**config.mk**
```make
export PLATFORM = sky130hd
export DESIGN_NAME = recip_nr_seq
export DESIGN_NICKNAME = d
export VERILOG_FILES = /design/src/rtl/recip_pkg.sv /design/src/rtl/ReciprocalLUT.sv /design/src/rtl/recip_nr_seq.sv
export SDC_FILE = /design/constraint.sdc
export NUM_CORES = 1
export LEC_CHECK = 0
export ABC_AREA = 0
export ABC_CLOCK_PERIOD_IN_PS = 17550
export CORE_MARGIN = 2
export CORE_UTILIZATION = 70
export DETAILED_ROUTE_END_ITERATION = 16
export PLACE_DENSITY = 0.95
export SETUP_SLACK_MARGIN = 0.5
export SLEW_MARGIN = 30
export SYNTH_ARGS = -nofsm -noshare
export SYNTH_HDL_FRONTEND = slang
export SYNTH_SLANG_ARGS = --single-unit
```
**constraint.sdc**
```tcl
create_clock -name clk -period 17.55 [get_ports clk]
set_clock_uncertainty 0.05 [all_clocks]
set_input_delay 2.6325 -clock clk [delete_from_list [all_inputs] [get_ports clk]]
set_output_delay 2.6325 -clock clk [all_outputs]
set_load 0.02 [all_outputs]
```
**src/rtl/recip_pkg.sv**
```systemverilog
// Shared types and constants for the Newton-Raphson reciprocal sequencer.
package recip_pkg;

  typedef enum logic [2:0] {
    IDLE   = 3'd0,
    SEED   = 3'd1,
    ITER_A = 3'd2,
    ITER_B = 3'd3,
    DONE   = 3'd4
  } recip_state_t;

  localparam int RECIP_W         = 16;
  localparam int RECIP_FRAC      = 15;
  localparam int RECIP_SEED_BITS = 4;

  localparam logic [16:0] RECIP_TWO = 17'h10000;

endpackage

```
**src/rtl/ReciprocalLUT.sv**
```systemverilog
// 4-bit seed table: floor(2^15 * 16 / (16 + i)), the reciprocal of the
// low end of each operand bin, so the seed never underestimates.
module ReciprocalLUT
  import recip_pkg::*;
(
  input  logic [RECIP_SEED_BITS-1:0] inTW,
  output logic [RECIP_W-1:0]         outTW
);

  always_comb begin
    outTW = 16'h8000;
    unique case (inTW)
      4'd0:  outTW = 16'h8000;
      4'd1:  outTW = 16'h7878;
      4'd2:  outTW = 16'h71C7;
      4'd3:  outTW = 16'h6BCA;
      4'd4:  outTW = 16'h6666;
      4'd5:  outTW = 16'h6186;
      4'd6:  outTW = 16'h5D17;
      4'd7:  outTW = 16'h590B;
      4'd8:  outTW = 16'h5555;
      4'd9:  outTW = 16'h51EB;
      4'd10: outTW = 16'h4EC4;
      4'd11: outTW = 16'h4BDA;
      4'd12: outTW = 16'h4924;
      4'd13: outTW = 16'h469E;
      4'd14: outTW = 16'h4444;
      4'd15: outTW = 16'h4210;
    endcase
  end

endmodule

```
**src/rtl/recip_nr_seq.sv**
```systemverilog
// Iterative Newton-Raphson reciprocal: table seed, then ITERS refinements
// of y <- y*(2 - x*y) on one shared 16x16 multiplier.
module recip_nr_seq
  import recip_pkg::*;
#(
  parameter int ITERS = 2
) (
  input  logic               clk,
  input  logic               reset,
  input  logic               in_valid,
  output logic               in_ready,
  input  logic [RECIP_W-1:0] in_x,
  output logic               out_valid,
  input  logic               out_ready,
  output logic [RECIP_W-1:0] out_y,
  output logic               out_err
);

  localparam logic [1:0] LAST_IT = 2'(ITERS - 1);

  recip_state_t r_state;
  recip_state_t w_next;

  logic [RECIP_W-1:0] r_x;
  logic [RECIP_W-1:0] r_y;
  logic [RECIP_W-1:0] r_t;
  logic [1:0]         r_it;
  logic               r_err;

  logic [RECIP_W-1:0] w_seed;
  logic [RECIP_W-1:0] w_opa;
  logic [RECIP_W-1:0] w_opb;
  logic [RECIP_W-1:0] w_pmid;
  logic [RECIP_W-1:0] w_t;
  logic               w_in_acc;

  ReciprocalLUT u_lut (
    .inTW  (r_x[14:11]),
    .outTW (w_seed)
  );

  // ITER_A forms x*y, ITER_B forms y*t on the same multiplier
  assign w_opa = (r_state == ITER_A) ? r_x : r_y;
  assign w_opb = (r_state == ITER_A) ? r_y : r_t;

  assign w_pmid = 16'(({16'b0, w_opa} * {16'b0, w_opb}) >> RECIP_FRAC);
  assign w_t    = 16'(RECIP_TWO - {1'b0, w_pmid});

  assign in_ready  = (r_state == IDLE);
  assign out_valid = (r_state == DONE);
  assign out_y     = r_y;
  assign out_err   = r_err;
  assign w_in_acc  = in_valid && in_ready;

  always_comb begin
    w_next = r_state;
    unique case (r_state)
      IDLE: begin
        if (w_in_acc) begin
          w_next = in_x[15] ? SEED : DONE;
        end
      end
      SEED: begin
        w_next = (ITERS == 0) ? DONE : ITER_A;
      end
      ITER_A: begin
        w_next = ITER_B;
      end
      ITER_B: begin
        w_next = (r_it == LAST_IT) ? DONE : ITER_A;
      end
      DONE: begin
        if (out_ready) begin
          w_next = IDLE;
        end
      end
      default: begin
        w_next = IDLE;
      end
    endcase
  end

  always_ff @(posedge clk or posedge reset) begin
    if (reset) begin
      r_state <= IDLE;
      r_x     <= '0;
      r_y     <= '0;
      r_t     <= '0;
      r_it    <= '0;
      r_err   <= 1'b0;
    end else begin
      r_state <= w_next;
      unique case (r_state)
        IDLE: begin
          if (w_in_acc) begin
            r_x   <= in_x;
            r_err <= ~in_x[15];
            if (!in_x[15]) begin
              r_y <= '0;
            end
          end
        end
        SEED: begin
          r_y  <= w_seed;
          r_it <= '0;
        end
        ITER_A: begin
          r_t <= w_t;
        end
        ITER_B: begin
          r_y  <= w_pmid;
          r_it <= r_it + 2'd1;
        end
        default: begin
        end
      endcase
    end
  end

endmodule

```
==> out/results.txt <==
Crit path required time = 17.72 ns
WL final = 33800 um
cts hold-fix bufs = 0
slowest cell on the critical path = o21ai_1
Post-DP HPWL = 26100 um
critical-path cell list = or3b_2 -> buf_4 -> o21ai_1 -> nand2_1 -> fa_1 -> fa_1 -> fa_1 -> inv_1 -> fa_1 -> fa_1 -> inv_1 -> fa_1 -> inv_1 -> ha_1 -> nand2_1 -> nor4_1 -> a21oi_1 -> xnor2_1 -> nor4_4 -> nand4_2 -> or4_1 -> o211ai_1
Critical Path Max Stage Delay = 0.84 ns
max-slew violations = 0
antenna-violating nets left = 0
area occupied by multi-input gates = 9110 um2
crit path DAT = 9.44 ns
commonest cells after routing, fill and taps aside = 313 x nand2_1, 241 x inv_1, 192 x fa_1, 153 x nor2_1, 105 x ha_1
number of enable flip-flop cells after synthesis = 0
Yosys warnings = 0
max_cap viols = 0
commonest non-fill, non-tap cell in the layout = nand2_1
Relative slew margins = 36.6%
gpl congestion = 0.990
Tot GR Track Use = 39.8%
row count = 47
CTS buffer count = 5
post-route setup TNS = 0 ns
global-route wire length before repair = 54500 um
clk buf depth = 2
Worst-path clk slew = 0.08 ns
synthesized flop and latch total = 54
Via density = 6.29
drt first-iter violations = 1069
fmax = 108 MHz
WP depth = 22
Root Buffer = clkbuf_16
dpl cells = 1647
1st-pass router iterations = 6
DRC Markers = 0
port bufs = 38
CP startpoint kind = flip-flop
final setup vio count = 0
postcts setup bufs = 0
number of global-route vias before repair = 10.7k
largest net degree at the start of global routing = 65
syn_nets = 1745
R2R cell count = 22
core area = 16300 um2
Filler cells = 1130
Buf/Inv on CP = 4
crit share post-route = 52.8%
H-Tree Depth = 2
initial antenna violation count = 1
CP dominant cell by count = fa_1
Final Hold Fails = 0
worst hold path class = reg -> reg
Ports = 39
Mapped Cells = 1428
die height = 133 um
DIE WIDTH = 133 um
DR vias = 10.4k
Crit. End Element = flip-flop
CTS tree = built
share of cells above drive strength 1 = 2.93%
post-synthesis sequential area ratio = 11.7%
Area growth syn-to-layout = 6.48%
Hold Path Cell Cnt = 2
Final Net Count = 1751
CP Class = reg -> reg
Post-synth ARST share = 100%
Primary FF master, synth = dfrtp_1
cell area after synthesis = 11600 um2
clock sink count = 54
Final Instance Count excl. Fillers = 1657
total gr overflow = 0
crit-path leading delay family = adder cells
CP Max Fanout = 64
crit path time final = 9.27 ns
status = finished, final reports clean
initial core utilization = 70.8%
drt wl/cell = 20.4 um
Die ar. = 17600 um2
Worst Tran Pin Value = 0.945 ns
worst-skew pair later-pin latency = 0.30 ns
Gates resized, CTS repair = 0
mean area per synthesized cell = 8.11 um2
Netlist cell types = 67
Storage cell area = 1350 um2
RSZ-0062 raised after global routing = no
-- flip-flops by register name (all words and copies together), names as in the netlist --
signal / count
out_err: 1
r_t: 16
r_it: 2
out_y: 16
r_x: 16
r_state: 3
-- logic make-up (layout without fill, tap and decap cells) --
family	Yosys count	in the layout	synth area share, %
compound gates	168	168	9.38
buf+inv	297	304	9.78
simple gates	562	562	20.4
flops	54	54	11.7
fa+ha+maj	297	297	44.5
mux	26	26	2.37
other cells	0	2	0
xor+xnor	24	24	1.82
-- Yosys cell counts, types with 6 or more instances --
cell type	number	area [um2]
ha_1	105	1310
fa_1	192	3840
nor4_1	6	37.5
mux2i_1	24	240
o31ai_1	8	60.1
a211oi_1	8	60.1
inv_1	242	908
o21bai_1	6	45.0
a21o_1	6	45.0
nor3_1	15	75.1
xnor2_1	16	140
xor2_1	8	70.1
and2_1	19	119
nand3_1	10	50.1
a22o_1	7	61.3
o21ai_0	42	210
dfrtp_1	54	1350
a21oi_1	45	225
o211ai_1	7	52.6
nor2_1	153	574
clkbuf_1	48	180
nand4_1	9	56.3
nand2_1	313	1170
-- metal layers --
metal	GRT usage (%)	up-vias	wire, um
met1	50.2	5090	12200
met3	8.24	184	3560
met4	22.2	0	2360
li1	-	4487	-
met2	64.5	667	15700
met5	0	-	0
-- final cells by class --
class / instances / area share [%]
multi-input cells: 1077 / 73.9
clock inverters: 3 / 0.396
repair buffers: 54 / 4.06
flip-flops and latches: 54 / 11.0
clock buffers: 5 / 1.01
diodes: 2 / 0.0406
well taps: 220 / 2.23
inverters: 242 / 7.39
-- per-stage QoR --
| step | instance area, um2 | setup WS, ns | utilization, % | hold WS (ns) |
|---|---|---|---|---|
| floorplan | 11600 | 9.72 | - | 0.388 |
| global placement | 12100 | 8.48 | 74.2 | 0.401 |
| detailed placement | 12100 | 8.33 | 74.3 | 0.415 |
| CTS | 12300 | 8.29 | 75.4 | 0.435 |
| global route | 12300 | 8.12 | 75.4 | 0.474 |
| finish | 12300 | 8.28 | 75.4 | 0.435 |
-- path summary, 6_finish.rpt --
path,start,end,slack (ns)
min reg2reg,r_t[6]$_DFFE_PP0N_,r_t[6]$_DFFE_PP0N_,0.44
min in group asynchronous,reset,r_x[15]$_DFFE_PP0P_,2.73
max,r_state[1]$_DFFE_PP0P_,r_t[14]$_DFFE_PP0N_,8.28
max in group asynchronous,reset,r_state[1]$_DFFE_PP0P_,14.25
min,r_t[6]$_DFFE_PP0N_,r_t[6]$_DFFE_PP0N_,0.44
max reg2reg,r_state[1]$_DFFE_PP0P_,r_t[14]$_DFFE_PP0N_,8.28
-- worst reg2reg max path: cells and delay by family, from the launching register on --
kind | cells | cell delay (ns)
adder cells (fa/ha/maj) | 7 | 3.55
AND/OR/NAND/NOR | 7 | 2.81
AO/OA/AOI/OAI | 3 | 1.25
flip-flops | 1 | 0.76
buffers and inverters | 4 | 0.50
XOR/XNOR | 1 | 0.29
Power is left out: the tool's default activity adds up to more than one toggle a clock period on the data nets, which glitch-free logic cannot reach.
